<file path="src/rtl/clk_div_prog.sv">
// Programmable integer clock divider with glitch-free start/stop and period-aligned divisor updates.
// Optional tick output enabled by defining CLK_DIV_PROG_TICK_EN.
module clk_div_prog #(
  parameter int unsigned DIV_WIDTH = 8,
  parameter int unsigned RESET_DIV = 2
) (
  input  logic                 clk_in,
  input  logic                 rst,
  input  logic                 en,
  input  logic [DIV_WIDTH-1:0] div_val,
  input  logic                 div_load,
  output logic                 clk_out,
  output logic                 busy,
  output logic                 div_err,
`ifdef CLK_DIV_PROG_TICK_EN
  output logic                 tick,
`endif
  output logic                 running
);

  typedef enum logic [1:0] {StStopped, StRunning, StDraining} state_e;

  localparam logic [DIV_WIDTH-1:0] ResetDiv = DIV_WIDTH'(RESET_DIV);
  localparam logic [DIV_WIDTH-1:0] DivOne   = DIV_WIDTH'(1);
  localparam logic [DIV_WIDTH-1:0] DivTwo   = DIV_WIDTH'(2);

  state_e                 state_q, state_d;
  logic [DIV_WIDTH-1:0]   cnt_q, cnt_d;
  logic [DIV_WIDTH-1:0]   cur_div_q, cur_div_d;
  logic [DIV_WIDTH-1:0]   pend_div_q, pend_div_d;
  logic                   clk_out_q, clk_out_d;
  logic                   busy_q, busy_d;
  logic                   div_err_q, div_err_d;

  logic [DIV_WIDTH-1:0]   load_val;
  logic                   load_bad;
  logic [DIV_WIDTH-1:0]   hi;
  logic                   boundary;
  logic [DIV_WIDTH-1:0]   cnt_inc;

  always_comb begin
    load_bad = div_load && (div_val < DivTwo);
    load_val = (div_val < DivTwo) ? DivTwo : div_val;
    // ceil(N/2) without widening: N>>1 plus the LSB fits in DIV_WIDTH bits for any legal N
    hi       = (cur_div_q >> 1) + {{(DIV_WIDTH-1){1'b0}}, cur_div_q[0]};
    boundary = (state_q != StStopped) && (cnt_q == (cur_div_q - DivOne));
    cnt_inc  = boundary ? '0 : (cnt_q + DivOne);
  end

  always_comb begin
    state_d    = state_q;
    cnt_d      = cnt_q;
    clk_out_d  = clk_out_q;
    cur_div_d  = cur_div_q;
    pend_div_d = pend_div_q;
    busy_d     = busy_q;
    div_err_d  = div_err_q | load_bad;

    unique case (state_q)
      StStopped: begin
        cnt_d     = '0;
        clk_out_d = 1'b0;
        // A value captured on the final draining boundary is applied here
        if (busy_q) begin
          cur_div_d = pend_div_q;
          busy_d    = 1'b0;
        end
        if (div_load) cur_div_d = load_val;
        if (en) begin
          state_d   = StRunning;
          clk_out_d = 1'b1;
        end
      end
      StRunning: begin
        cnt_d     = cnt_inc;
        clk_out_d = (cnt_inc < hi);
        if (!en) state_d = StDraining;
      end
      StDraining: begin
        cnt_d     = cnt_inc;
        clk_out_d = (cnt_inc < hi);
        if (en) begin
          state_d = StRunning;
        end else if (boundary) begin
          state_d   = StStopped;
          cnt_d     = '0;
          clk_out_d = 1'b0;
        end
      end
      default: begin
        state_d   = StStopped;
        cnt_d     = '0;
        clk_out_d = 1'b0;
      end
    endcase

    if (state_q != StStopped) begin
      if (boundary && busy_q) begin
        cur_div_d = pend_div_q;
        busy_d    = 1'b0;
      end
      if (div_load) begin
        pend_div_d = load_val;
        busy_d     = 1'b1;
      end
    end
  end

  always_ff @(posedge clk_in) begin
    if (rst) begin
      state_q    <= StStopped;
      cnt_q      <= '0;
      cur_div_q  <= ResetDiv;
      pend_div_q <= ResetDiv;
      clk_out_q  <= 1'b0;
      busy_q     <= 1'b0;
      div_err_q  <= 1'b0;
    end else begin
      state_q    <= state_d;
      cnt_q      <= cnt_d;
      cur_div_q  <= cur_div_d;
      pend_div_q <= pend_div_d;
      clk_out_q  <= clk_out_d;
      busy_q     <= busy_d;
      div_err_q  <= div_err_d;
    end
  end

`ifdef CLK_DIV_PROG_TICK_EN
  logic tick_q;

  // Registered rise detect lines up with the cycle in which clk_out goes high
  always_ff @(posedge clk_in) begin
    if (rst) tick_q <= 1'b0;
    else     tick_q <= clk_out_d & ~clk_out_q;
  end

  assign tick = tick_q;
`endif

  assign clk_out = clk_out_q;
  assign busy    = busy_q;
  assign div_err = div_err_q;
  assign running = (state_q != StStopped);

endmodule

</file>
<file path="config.mk">
export PLATFORM = sky130hd
export DESIGN_NAME = clk_div_prog
export DESIGN_NICKNAME = d
export VERILOG_FILES = /design/src/rtl/clk_div_prog.sv
export SDC_FILE = /design/constraint.sdc
export NUM_CORES = 1
export LEC_CHECK = 0
export CORE_MARGIN = 3
export CORE_UTILIZATION = 30
export DETAILED_ROUTE_END_ITERATION = 7
export PLACE_DENSITY = 0.57
export SYNTH_ARGS = -nofsm -noshare
export SYNTH_HDL_FRONTEND = slang
export SYNTH_SLANG_ARGS = --single-unit
</file>
<file path="constraint.sdc">
create_clock -name clk_in -period 4.4 [get_ports clk_in]
set_clock_uncertainty 0.15 [all_clocks]
set_input_delay 0.88 -clock clk_in [delete_from_list [all_inputs] [get_ports clk_in]]
set_output_delay 0.88 -clock clk_in [all_outputs]
set_load 0.02 [all_outputs]
</file>
Word level (Yosys, flattened, before mapping)
Cells that the tools add are included.
{"block": "word_totals", "ff_bits": 29, "out_inout_bits": 4, "word_cells": 49}
{"block": "classes", "n_addsub": 3, "order_cmp": 2, "n_eq_ne": 6, "muxes": 23, "n_bitwise": 1, "n_reduce_logical": 7}
{"operator": "$mux W8", "count": 9}
{"operator": "$pmux W8 S2", "count": 1}
{"operator": "$add A7 B1 Y8", "count": 1}
{"operator": "$add A8 B1 Y8 const B", "count": 1}
{"operator": "$eq A8 B8 Y1", "count": 1}
{"operator": "$lt A8 B2 Y1 const B", "count": 1}
{"operator": "$lt A8 B8 Y1", "count": 1}
{"operator": "$mux W2", "count": 4}
{"operator": "$sub A8 B1 Y8 const B", "count": 1}
{"operator": "$mux W1", "count": 7}
{"operator": "$pmux W2 S3", "count": 1}
{"operator": "$ne A2 B2 Y1 const B", "count": 2}
{"operator": "$logic_and A1 B1 Y1", "count": 3}
{"operator": "$ne A3 B3 Y1 const B", "count": 1}
{"operator": "$pmux W1 S3", "count": 1}
{"operator": "$reduce_and A3 Y1", "count": 1}
{"operator": "$eq A2 B1 Y1 const B", "count": 1}
{"operator": "$eq A2 B2 Y1 const B", "count": 1}
{"operator": "$logic_not A2 Y1", "count": 1}
{"operator": "$reduce_and A2 Y1", "count": 1}
{"operator": "$reduce_bool A2 Y1", "count": 1}
{"operator": "$or A1 B1 Y1", "count": 1}

Depth between registers and ports, before layout
{"block": "depth", "depth_word": 8, "mapped_depth": 15}

Worst setup path before layout
No wires, ideal clock.
{"block": "synth_path", "path_type": "register -> register", "from": "reg cur_div_q[0]", "to": "reg clk_out_q (netlist: clk_out)", "arrival_ns": 3.039, "required_ns": 4.155, "slack_ns": 1.116, "stages_incl_launch_ff": 16, "path_cell_list": "dfxtp_1 -> inv_1 -> ha_1 -> xnor2_1 -> a211oi_2 -> o311ai_2 -> nor4_2 -> buf_2 -> nor2_1 -> ha_1 -> a21oi_1 -> nor2b_1 -> o21ai_0 -> a22oi_1 -> or3_1 -> a221oi_1"}
{"block": "synth_between", "elab_chain_len": 8}
{"element": "from (decl)", "line": "29", "source": "logic [DIV_WIDTH-1:0] cur_div_q, cur_div_d;"}
{"element": "from (signal assigned)", "line": "113", "source": "cur_div_q <= ResetDiv;"}
{"element": "from (signal assigned)", "line": "121", "source": "cur_div_q <= cur_div_d;"}
{"element": "$sub A8 B1 Y8", "line": "46", "source": "boundary = (state_q != StStopped) && (cnt_q == (cur_div_q - DivOne));"}
{"element": "$eq A8 B8 Y1", "line": "46"}
{"element": "$logic_and A1 B1 Y1", "line": "46"}
{"element": "$mux W8", "line": "47", "source": "cnt_inc = boundary ? '0 : (cnt_q + DivOne);"}
{"element": "$lt A8 B8 Y1", "line": "76, 81"}
{"element": "$mux W1", "line": "84", "source": "end else if (boundary) begin"}
{"element": "$mux W1", "line": "82", "source": "if (en) begin"}
{"element": "$pmux W1 S3 *", "line": "59", "source": "unique case (state_q)"}
{"element": "to (signal assigned)", "line": "123", "source": "clk_out_q <= clk_out_d;"}
{"element": "to (decl)", "line": "31", "source": "logic clk_out_q, clk_out_d;"}
Mark *: on every way between the ends. The rest lies on a longest branch, timed or not.
A chain may end at the register's enable or synchronous reset.

Final worst setup path
Ends and elaborated chain as after synthesis.

==> impl_metrics.csv <==
group,metric,value,unit
sta,relSlewSlack,52.9,%
die,chipWidth,88.4,um
clock_network,cts_resized,0,
routing,totalWireLength,4.66,mm
routing,wl_per_cell,13.8,um
yosys,syn-num-nets,275,
global_route,gr-total-overflow,0,
die,row_count,29,
final_layout,drive_gt1_share,10.7,%
sta,worst_pin_slew,701,ps
worst_setup_path,cpPeakStageDelay,440,ps
power_and_ir_drop,powerDensity,334,nW/um^2
worst_setup_path,crit_slowest_cell,"dfxtp_1",
yosys,syn_avg_cell_area,8.20,sq um
clock_network,ctsHoldBuffers,0,
yosys,syn_area,2030,sq um
yosys,synth_top_cell_by_area,"dfxtp_1",
global_route,grt_max_degree,23,
yosys,yosysWarningCount,0,
sta,fmax,0.294,GHz
placement,port-buffer-count,15,
outcome,status,"finished clean",
worst_setup_path,critPathRequiredTime,4440,ps
routing,drt-initial-drc-count,112,
die,io_pins,16,
worst_setup_path,crit_path_frequent_cell,"ha_1",
clock_network,cts_tree,"yes",
routing,ant_nets,0,
global_route,grt_pass1_vias,1597,
yosys,synth_cell_types,47,
yosys,postSynth.asyncResetShare,0,%
yosys,syn_inst,248,
global_route,antenna_found_initial,0,
clock_network,clock_tree.root_cell,"clkbuf_8",
power_and_ir_drop,vdd.ir_drop.worst,0.151,mV
yosys,synthTopCellsByArea,"dfxtp_1 29%, ha_1 9.2%, mux2i_1 6.4%, a21oi_1 5.2%, nand2_1 5.2%",
worst_setup_path,cp_max_fo,14,
yosys,synth_seq_cells,29,
worst_setup_path,cp_cell_sequence,"inv_1 > ha_1 > xnor2_1 > a211oi_2 > o311ai_2 > nor4_2 > buf_4 > nor2_1 > ha_1 > a21oi_1 > nor2b_1 > o21ai_0 > a22oi_1 > or3_1 > a221oi_1",
routing,vias,1706,
sta,slew_viol_final,0,
clock_network,path_clk_slew,70,ps
clock_network,insertion_delay,290,ps
power_and_ir_drop,p_leak,0.000893,uW
sta,fin_crit_sh,77.2,%
job,maxCapViolations,0,
global_route,grt_first_pass_wirelength,7.69,mm
die,dieArea,7810,sq um
yosys,yosysMostFrequentCell,"dfxtp_1",
global_route,grtUsageTotal,12.8,%
clock_network,numCtsBuffers,5,
yosys,ys_seq_area_share,28.5,%
worst_setup_path,crit_path_end_kind,"register",
routing,drtPass1Iterations,4,
power_and_ir_drop,p_total,790,uW
sta,setup_viol,0,
clock_network,cts.sinks,29,
die,coreArea,6460,sq um
sta,grt_setup_unrepaired,"false",
routing,viasPerCell,5.05,
placement,dp_hpwl,3.46,mm
final_layout,nets,287,
placement,gp_congestion,0.840,
clock_network,clk_path_buf_depth,2,
yosys,synth_ff_type,"dfxtp_1",
sta,setup_tns,0,ps
die,start_util,31.5,%
final_layout,syn_to_final_growth,16.3,%
sta,period_minus_slack,3400,ps
yosys,synth_edf_count,0,
sta,hold_viol_final,0,
yosys,synth_top_area_share,28.5,%
sta,layout_setup_ws,1000,ps
worst_setup_path,startpoint_type,"register",
worst_setup_path,crit_type,"register to register",
worst_setup_path,cp.arrival,3440,ps
yosys,synthTopCellsByCount,"29 x dfxtp_1, 28 x nand2_1, 21 x a21oi_1",
final_layout,antennaDiodeCount,0,
hold_path,min_path_type,"register to register",
placement,pre_cts_slack,1040,ps
routing,drc_errors,0,
clock_network,cts_max_level,2,
clock_network,post_cts_buffers,0,
die,die_h,88.4,um
-- final timing paths --
check / slack (ps) / startpoint / end / depth (start not counted)
min: 320 / div_err / div_err / 2
max reg2reg: 1000 / cur_div_q[0] / clk_out / 15
max: 1000 / cur_div_q[0] / clk_out / 15
min reg2reg: 320 / div_err / div_err / 2
-- cells in the final DEF, fill, tap and decap left out, types with 2 or more instances in the layout --
master / netlist / final
and3_1: 2 / 2
xor2_1: 12 / 12
nand2_1: 28 / 28
inv_1: 10 / 10
nor2_1: 19 / 19
clkbuf_8: 0 / 5
a21o_1: 7 / 7
clkdlybuf4s50_1: 0 / 15
a21oi_1: 21 / 21
nor3_1: 4 / 4
o21ai_0: 12 / 12
mux2i_1: 13 / 13
or2_2: 2 / 2
dfxtp_1: 29 / 29
nand3b_1: 2 / 2
nand3_1: 11 / 11
xnor2_1: 9 / 9
or4_1: 2 / 2
ha_1: 15 / 15
bufinv_16: 0 / 2
a21boi_0: 2 / 2
o211ai_1: 2 / 2
buf_4: 2 / 4
nor2_2: 8 / 8
nor2b_1: 2 / 2
-- layer usage --
metal / up-vias / routed length (um) / GRT usage, %
met5: - / 0 / 0
met4: 0 / 85 / 4.95
met3: 6 / 128 / 2.61
met2: 18 / 2190 / 20.4
met1: 796 / 2260 / 16.9
li1: 886 / - / -
-- power by group --
group | internal [uW] | switching [uW] | total (uW)
logic | 71.1 | 81.3 | 152
registers | 278 | 23.9 | 301
clock network | 225 | 111 | 336
total | 574 | 217 | 790
-- per-stage QoR --
stage	instance area, sq um	hold WS [ps]	utilization [%]	instances
global placement	2230	301	34.6	330
detailed placement	2230	312	34.6	330
finish	2370	320	36.6	338
CTS	2370	323	36.6	338
floorplan	2030	299	-	248
global route	2370	361	36.6	338
-- layout make-up --
class / instances / area, sq um
tap: 77 / 96.3
timing repair buffer: 19 / 180
sequential: 29 / 581
clock buffer: 5 / 68.8
clock inverter: 3 / 65.1
fill: 679 / 4090
multi-input combinational: 195 / 1340
inverter: 10 / 37.5
-- state kept, by name, indices dropped and copies added, names as in the netlist --
signal	flops
cnt_q	8
cur_div_q	8
clk_out	1
state_q	2
pend_div_q	8
div_err	1
busy	1
-- logic make-up (layout without fill, tap and decap cells) --
group,count (synthesis),count (layout),share of synthesized area (%)
buffers and inverters,24,37,5.72
adders and majority gates,15,15,9.23
and+or+nand+nor,90,90,22.9
AOI/OAI and AO/OA,55,55,17.3
xor gates and xnor gates,22,22,9.84
DFF,29,29,28.5
muxes,13,13,6.40
-- critical path: cells and delay by family (launching register included) --
family | cells | cell delay, ps
xor gates and xnor gates | 1 | 160
and+or+nand+nor | 4 | 630
buffers and inverters | 2 | 320
AOI/OAI and AO/OA | 6 | 950
adders and majority gates | 2 | 650
DFF | 1 | 440
Note: power is estimated with default switching activity, not from simulation.
